$ cat config.mk
export PLATFORM = sky130hd
export DESIGN_NAME = vga_timing
export DESIGN_NICKNAME = d
export VERILOG_FILES = /design/src/rtl/vga_timing.sv
export SDC_FILE = /design/constraint.sdc
export NUM_CORES = 1
export LEC_CHECK = 0
export BUFFER_PORTS_ARGS = -buffer_cell sky130_fd_sc_hd__buf_2
export CORE_AREA = 5 5 61 63
export DETAILED_ROUTE_END_ITERATION = 12
export DIE_AREA = 0 0 66 68
export PLACE_DENSITY = 0.75
export SETUP_SLACK_MARGIN = 0.2
export SLEW_MARGIN = 20
export SYNTH_ARGS = -nofsm -noshare
export SYNTH_HDL_FRONTEND = slang
export SYNTH_SLANG_ARGS = --single-unit
$ cat constraint.sdc
create_clock -name clk -period 4.57 [get_ports clk]
set_input_delay 0.914 -clock clk [delete_from_list [all_inputs] [get_ports clk]]
set_output_delay 0.914 -clock clk [all_outputs]
set_load 0.1 [all_outputs]
$ cat src/rtl/vga_timing.sv
// vga_timing: pixel-clock divider and VGA raster counters with registered,
// zero-latency sync/blanking decode.
// Optional macro VGA_FRAME_PULSE_EN adds a one-clock frame_start output that
// marks the edge where both counters wrap to 0.
module vga_timing #(
  parameter int H_VISIBLE = 640,
  parameter int H_FP      = 16,
  parameter int H_SYNC    = 96,
  parameter int H_BP      = 48,
  parameter int V_VISIBLE = 480,
  parameter int V_FP      = 10,
  parameter int V_SYNC    = 2,
  parameter int V_BP      = 33,
  parameter int CLK_DIV   = 2
) (
  input  logic       clk,
  input  logic       rst,
  output logic       hsync,
  output logic       vsync,
  output logic       bright,
  output logic [9:0] hcount,
  output logic [9:0] vcount,
  output logic       pix_en
`ifdef VGA_FRAME_PULSE_EN
  ,
  output logic       frame_start
`endif
);

  localparam int H_TOTAL = H_VISIBLE + H_FP + H_SYNC + H_BP;
  localparam int V_TOTAL = V_VISIBLE + V_FP + V_SYNC + V_BP;

  localparam logic [9:0] H_LAST   = 10'(H_TOTAL - 1);
  localparam logic [9:0] V_LAST   = 10'(V_TOTAL - 1);
  localparam logic [9:0] H_VIS    = 10'(H_VISIBLE);
  localparam logic [9:0] V_VIS    = 10'(V_VISIBLE);
  localparam logic [9:0] HS_FIRST = 10'(H_VISIBLE + H_FP);
  localparam logic [9:0] HS_LAST  = 10'(H_VISIBLE + H_FP + H_SYNC - 1);
  localparam logic [9:0] VS_FIRST = 10'(V_VISIBLE + V_FP);
  localparam logic [9:0] VS_LAST  = 10'(V_VISIBLE + V_FP + V_SYNC - 1);
  localparam logic [3:0] DIV_LAST = 4'(CLK_DIV - 1);

  logic [3:0] div;
  logic       h_end;
  logic       v_end;
  logic [9:0] h_next;
  logic [9:0] v_next;

  // Divider: counts 0..CLK_DIV-1 and wraps; stays at 0 when CLK_DIV is 1.
  always_ff @(posedge clk or posedge rst) begin
    if (rst) begin
      div <= '0;
    end else if (div == DIV_LAST) begin
      div <= '0;
    end else begin
      div <= div + 4'd1;
    end
  end

  // Pixel tick: gated by rst so a CLK_DIV of 1 still reads 0 while in reset.
  always_comb begin
    pix_en = ~rst & (div == DIV_LAST);
  end

  // Next raster position; the decoded outputs are computed from these so they
  // land in the same register stage as the counters.
  always_comb begin
    h_end  = (hcount == H_LAST);
    v_end  = (vcount == V_LAST);
    h_next = h_end ? '0 : hcount + 10'd1;
    v_next = vcount;
    if (h_end) begin
      v_next = v_end ? '0 : vcount + 10'd1;
    end
  end

  // Counters and decoded sync/blanking, advanced only on a pixel tick.
  // Until the first tick after reset the outputs hold their reset values,
  // so pixel (0,0) of the first frame reads bright=0.
  always_ff @(posedge clk or posedge rst) begin
    if (rst) begin
      hcount <= '0;
      vcount <= '0;
      hsync  <= 1'b1;
      vsync  <= 1'b1;
      bright <= 1'b0;
    end else if (pix_en) begin
      hcount <= h_next;
      vcount <= v_next;
      hsync  <= ~((h_next >= HS_FIRST) && (h_next <= HS_LAST));
      vsync  <= ~((v_next >= VS_FIRST) && (v_next <= VS_LAST));
      bright <= (h_next < H_VIS) && (v_next < V_VIS);
    end
  end

`ifdef VGA_FRAME_PULSE_EN
  // Frame pulse: high for the single clock following the double-wrap edge.
  always_ff @(posedge clk or posedge rst) begin
    if (rst) begin
      frame_start <= 1'b0;
    end else begin
      frame_start <= pix_en & h_end & v_end;
    end
  end
`endif

endmodule

# [After elaboration in Yosys (flattened, before gate mapping)]
# Cells that the tools add are included.
[op_classes] reduce_logical=3 magnitude_cmp=6 n_mux=4 eq_ne=3 bitwise=4 addsub=3
[ops] op="10-bit two-way mux" count=3
[ops] op="10-bit by 1-bit adder with 10-bit output (second input constant)" count=2
[ops] op="10-bit == test (second input constant)" count=2
[ops] op="10-bit >= comparator (second input constant)" count=1
[ops] op="10-bit by 9-bit >= comparator with 1-bit output (second input constant)" count=1
[ops] op="10-bit <= comparator (second input constant)" count=1
[ops] op="10-bit by 9-bit <= comparator with 1-bit output (second input constant)" count=1
[ops] op="10-bit < comparator (second input constant)" count=1
[ops] op="10-bit by 9-bit < comparator with 1-bit output (second input constant)" count=1
[ops] op="4-bit by 1-bit adder with 4-bit output (second input constant)" count=1
[ops] op="4-bit by 1-bit == test with 1-bit output (second input constant)" count=1
[ops] op="4-bit two-way mux" count=1
[ops] op="1-bit logical AND" count=3
[ops] op="1-bit NOT" count=3
[ops] op="1-bit AND" count=1
[word_totals] output_inout_bits=24 regBits=27 inputBits=2 elab_cells=29

# [Longest topological paths before layout]
[depth] word_depth=6 mapped_depth=7 mapped_depth_nobuf=7

# [Least setup slack after synthesis]
# No wires, ideal clock.
[synth_timing] path_type="input port to output port" startpoint="in rst" endpoint="out pix_en" stages=4 required_time_ps=3656 arrival_time_ps=1816 slack_ps=1840 n_path_buf=1 cell_sequence="nor4_1 -> nand2_1 -> inv_1 -> buf_2"
[synth_between] elab_chain_cells=2
[synth_lines] element="start: declaration" line="17" rtl="input logic rst,"
[synth_lines] element="1-bit NOT" line="62" rtl="pix_en = ~rst & (div == DIV_LAST);"
[synth_lines] element="1-bit AND" line="62"
[synth_lines] element="end: declaration" line="23" rtl="output logic pix_en"
# No other way between the ends.

# [Worst setup path after layout]
# Same ends and word-level chain as after synthesis.

==> results.toml <==
[logic_synthesis]
avgSynthCellArea_um2 = 9.00
synthAdderAreaFrac = 0.0304
synthXorXnorAreaFrac = 0.0532
synth-simple-area-share = 0.274
syn-num-nets = 189
syn_inst = 183
synth_compound_area_frac = 0.179
yosys_warnings = 0
synth_edf_count = 0
ys.flop_type = "dfrtp_1"
synth_top_family_by_area = "simple AND/OR/NAND/NOR gates"
ys_seq_area_frac = 0.412
synth-seq-cells = 27
synth_area_um2 = 1650
ys_types = 52
synth_mux_area_frac = 0.0160
synth-async-reset-ratio = 1.00

[setup_path]
crit_path_max_fanout = 14
startpoint = "rst"
cp-start-kind = "input port"
cp.required_ns = 3.66
r2r_start = "div[2]"
crit_type = "input port to output port"
worstSetupEndpointType = "output port"
worstPathArrival_ns = 2.47

[sta]
finalWorstSetupSlack_ns = 1.19
slew_violations = 0
min_period_over_period = 0.740
layout_min_cycle_time_ns = 3.38
rsz0062_at_grt = "no"
finalHoldViolations = 0
setup_violations = 0
fin_worst_skew_ns = 0.0108
fmax_mhz = 296
tns_ns = 0
slew_headroom = 0.623
worstMarginPinSlew_ns = 0.564

[finish]
drive_gt1_frac = 0.223
syn_to_final_growth_pct = 10.5
finalNetCount = 213
n_fill_cell = 268
antenna_cells = 0
layoutNonFillerInstCount = 252

[placed_design]
pre_cts_ws_ns = 1.21
hpwl_mm = 2.67
dp.cells = 248
portBuffers = 25
place.gp.congestion = 0.862

[die]
coreArea_um2 = 3180
io_pins = 26
dieArea_um2 = 4490
die_h_um = 68
row_count = 21
start_util = 0.518
fp.dieW_um = 66

[global_route]
grt_pass1_vias = 1351
antenna_found_initial = 0
gr-usage-all-layers = 0.177
grt_max_degree = 28
globalRouteOverflowTotal = 0
grt_pass1_wl_mm = 6.07

[clock_network]
ctsHoldBuffers = 0
clock_sinks = 27
cts.clk_slew.worst_paths_ns = 0.15
cts_resized = 0
cts_max_level = 1
cts_tree = "yes"
cts_root_buf = "clkbuf_4"
clk_path_buf_depth = 2
cts_made_buffers = 3
insertion_delay_ns = 0.34
postCtsSetupRepairBufs = 0

[route]
drc_errors = 0
routed_wl_mm = 3.62
first_pass_iters = 4
avgViaCountPerCell = 5.78
routedWlPerCell_um = 14.4
vias = 1456
drt_iter0_drc = 81
route.antenna.remaining_nets = 0

[power]
p_sw_mw = 0.319
powerDensity_nw_per_um2 = 360
clkPwrFrac = 0.162
p_int_mw = 0.335
swShare = 0.488
sequentialPowerShare = 0.453
pwr-share-comb = 0.386
leakage_nw = 0.879
vdd_drop_max_mv = 0.181

[worst_hold_path]
hold_path.class = "register to register"
hp-start = "div[0]"

[outcome]
run_status = "finished clean"

[job]
maxCapViolCount = 0
-- placed cells by master (no fill, tap or decap), types with 3 or more instances in the layout --
cell type and n:
a21oi_1 8, a31oi_1 5, and3_1 5, buf_2 25, clkbuf_4 3, dfrtp_1 25
ha_1 4, inv_1 5, nand2_1 28, nand3_1 12, nor2_1 10, nor3_1 6
nor3_2 3, o21ai_0 15, xnor2_1 6, xor2_1 4
-- sequential cells by signal (all words and copies together) (netlist names) --
signal and flops:
hcount 10, vcount 10, div 4, bright 1
hsync 1, vsync 1
-- layout make-up --
class / count / area (um2) / area share
Clock buffer: 3 / 22.5 / 0.0124
Clock inverter: 1 / 5.00 / 0.00275
Inverter: 6 / 22.5 / 0.0124
Multi-Input combinational cell: 144 / 908 / 0.499
Sequential cell: 27 / 678 / 0.373
Tap cell: 46 / 57.6 / 0.0316
Timing Repair Buffer: 25 / 125 / 0.0688
-- power groups by stage --
stage | Combinational (mW) | Sequential [mW] | Clock, mW
2_1_floorplan | 0.0836 | 0.427 | 0
3_3_place_gp | 0.248 | 0.299 | 0
3_5_place_dp | 0.252 | 0.300 | 0
4_1_cts | 0.252 | 0.295 | 0.109
5_1_grt | 0.267 | 0.303 | 0.119
6_report | 0.252 | 0.296 | 0.106
-- critical path, stage by stage --
cell and delay (ns):
buf_2 0.11, nor4_1 0.16, nand2_1 0.30, inv_1 0.46, buf_2 0.52
-- synth_stat cells, types with 5 or more instances --
cell type  count  share of area
nor2_1        10          0.023
dfrtp_1       25           0.38
nand2_1       28          0.064
nand3_1       12          0.036
a21oi_1        8          0.024
and3_1         5          0.019
o21ai_0       15          0.046
inv_1          6          0.014
xnor2_1        6          0.032
nor3_1         6          0.018
a31oi_1        5          0.019
-- kinds of logic after synthesis --
group,after synthesis
compound gates,45
xor+xnor,10
fa+ha+maj,4
buf+inv,12
flops,27
mux,2
simple gates,83
-- per-stage QoR --
stage	utilization	hold WS [ns]	total power [mW]	area, um2
6_report	0.572	0.508	0.654	1820
5_1_grt	0.572	0.516	0.689	1820
4_1_cts	0.572	0.508	0.657	1820
3_5_place_dp	0.564	0.489	0.552	1790
3_3_place_gp	0.564	0.474	0.547	1790
2_1_floorplan	-	0.462	0.511	1650
-- per-layer routing --
metal | GRT usage | part of all wire
met1 | 0.202 | 0.44
met2 | 0.322 | 0.49
met3 | 0.0213 | 0.043
met4 | 0.0990 | 0.027
met5 | 0 | 0
-- path summary, 6_finish.rpt --
check	to	slack (ns)	cells past startpoint
setup reg to reg	hsync	2.32	6
hold reg to reg	div[0]	0.51	1
hold / removal	div[0]	0.51	1
min in group asynchronous	div[1]	0.61	2
max in group asynchronous	vsync	3.57	2
setup / recovery	pix_en	1.19	5
(Power assumes the default switching activity.)
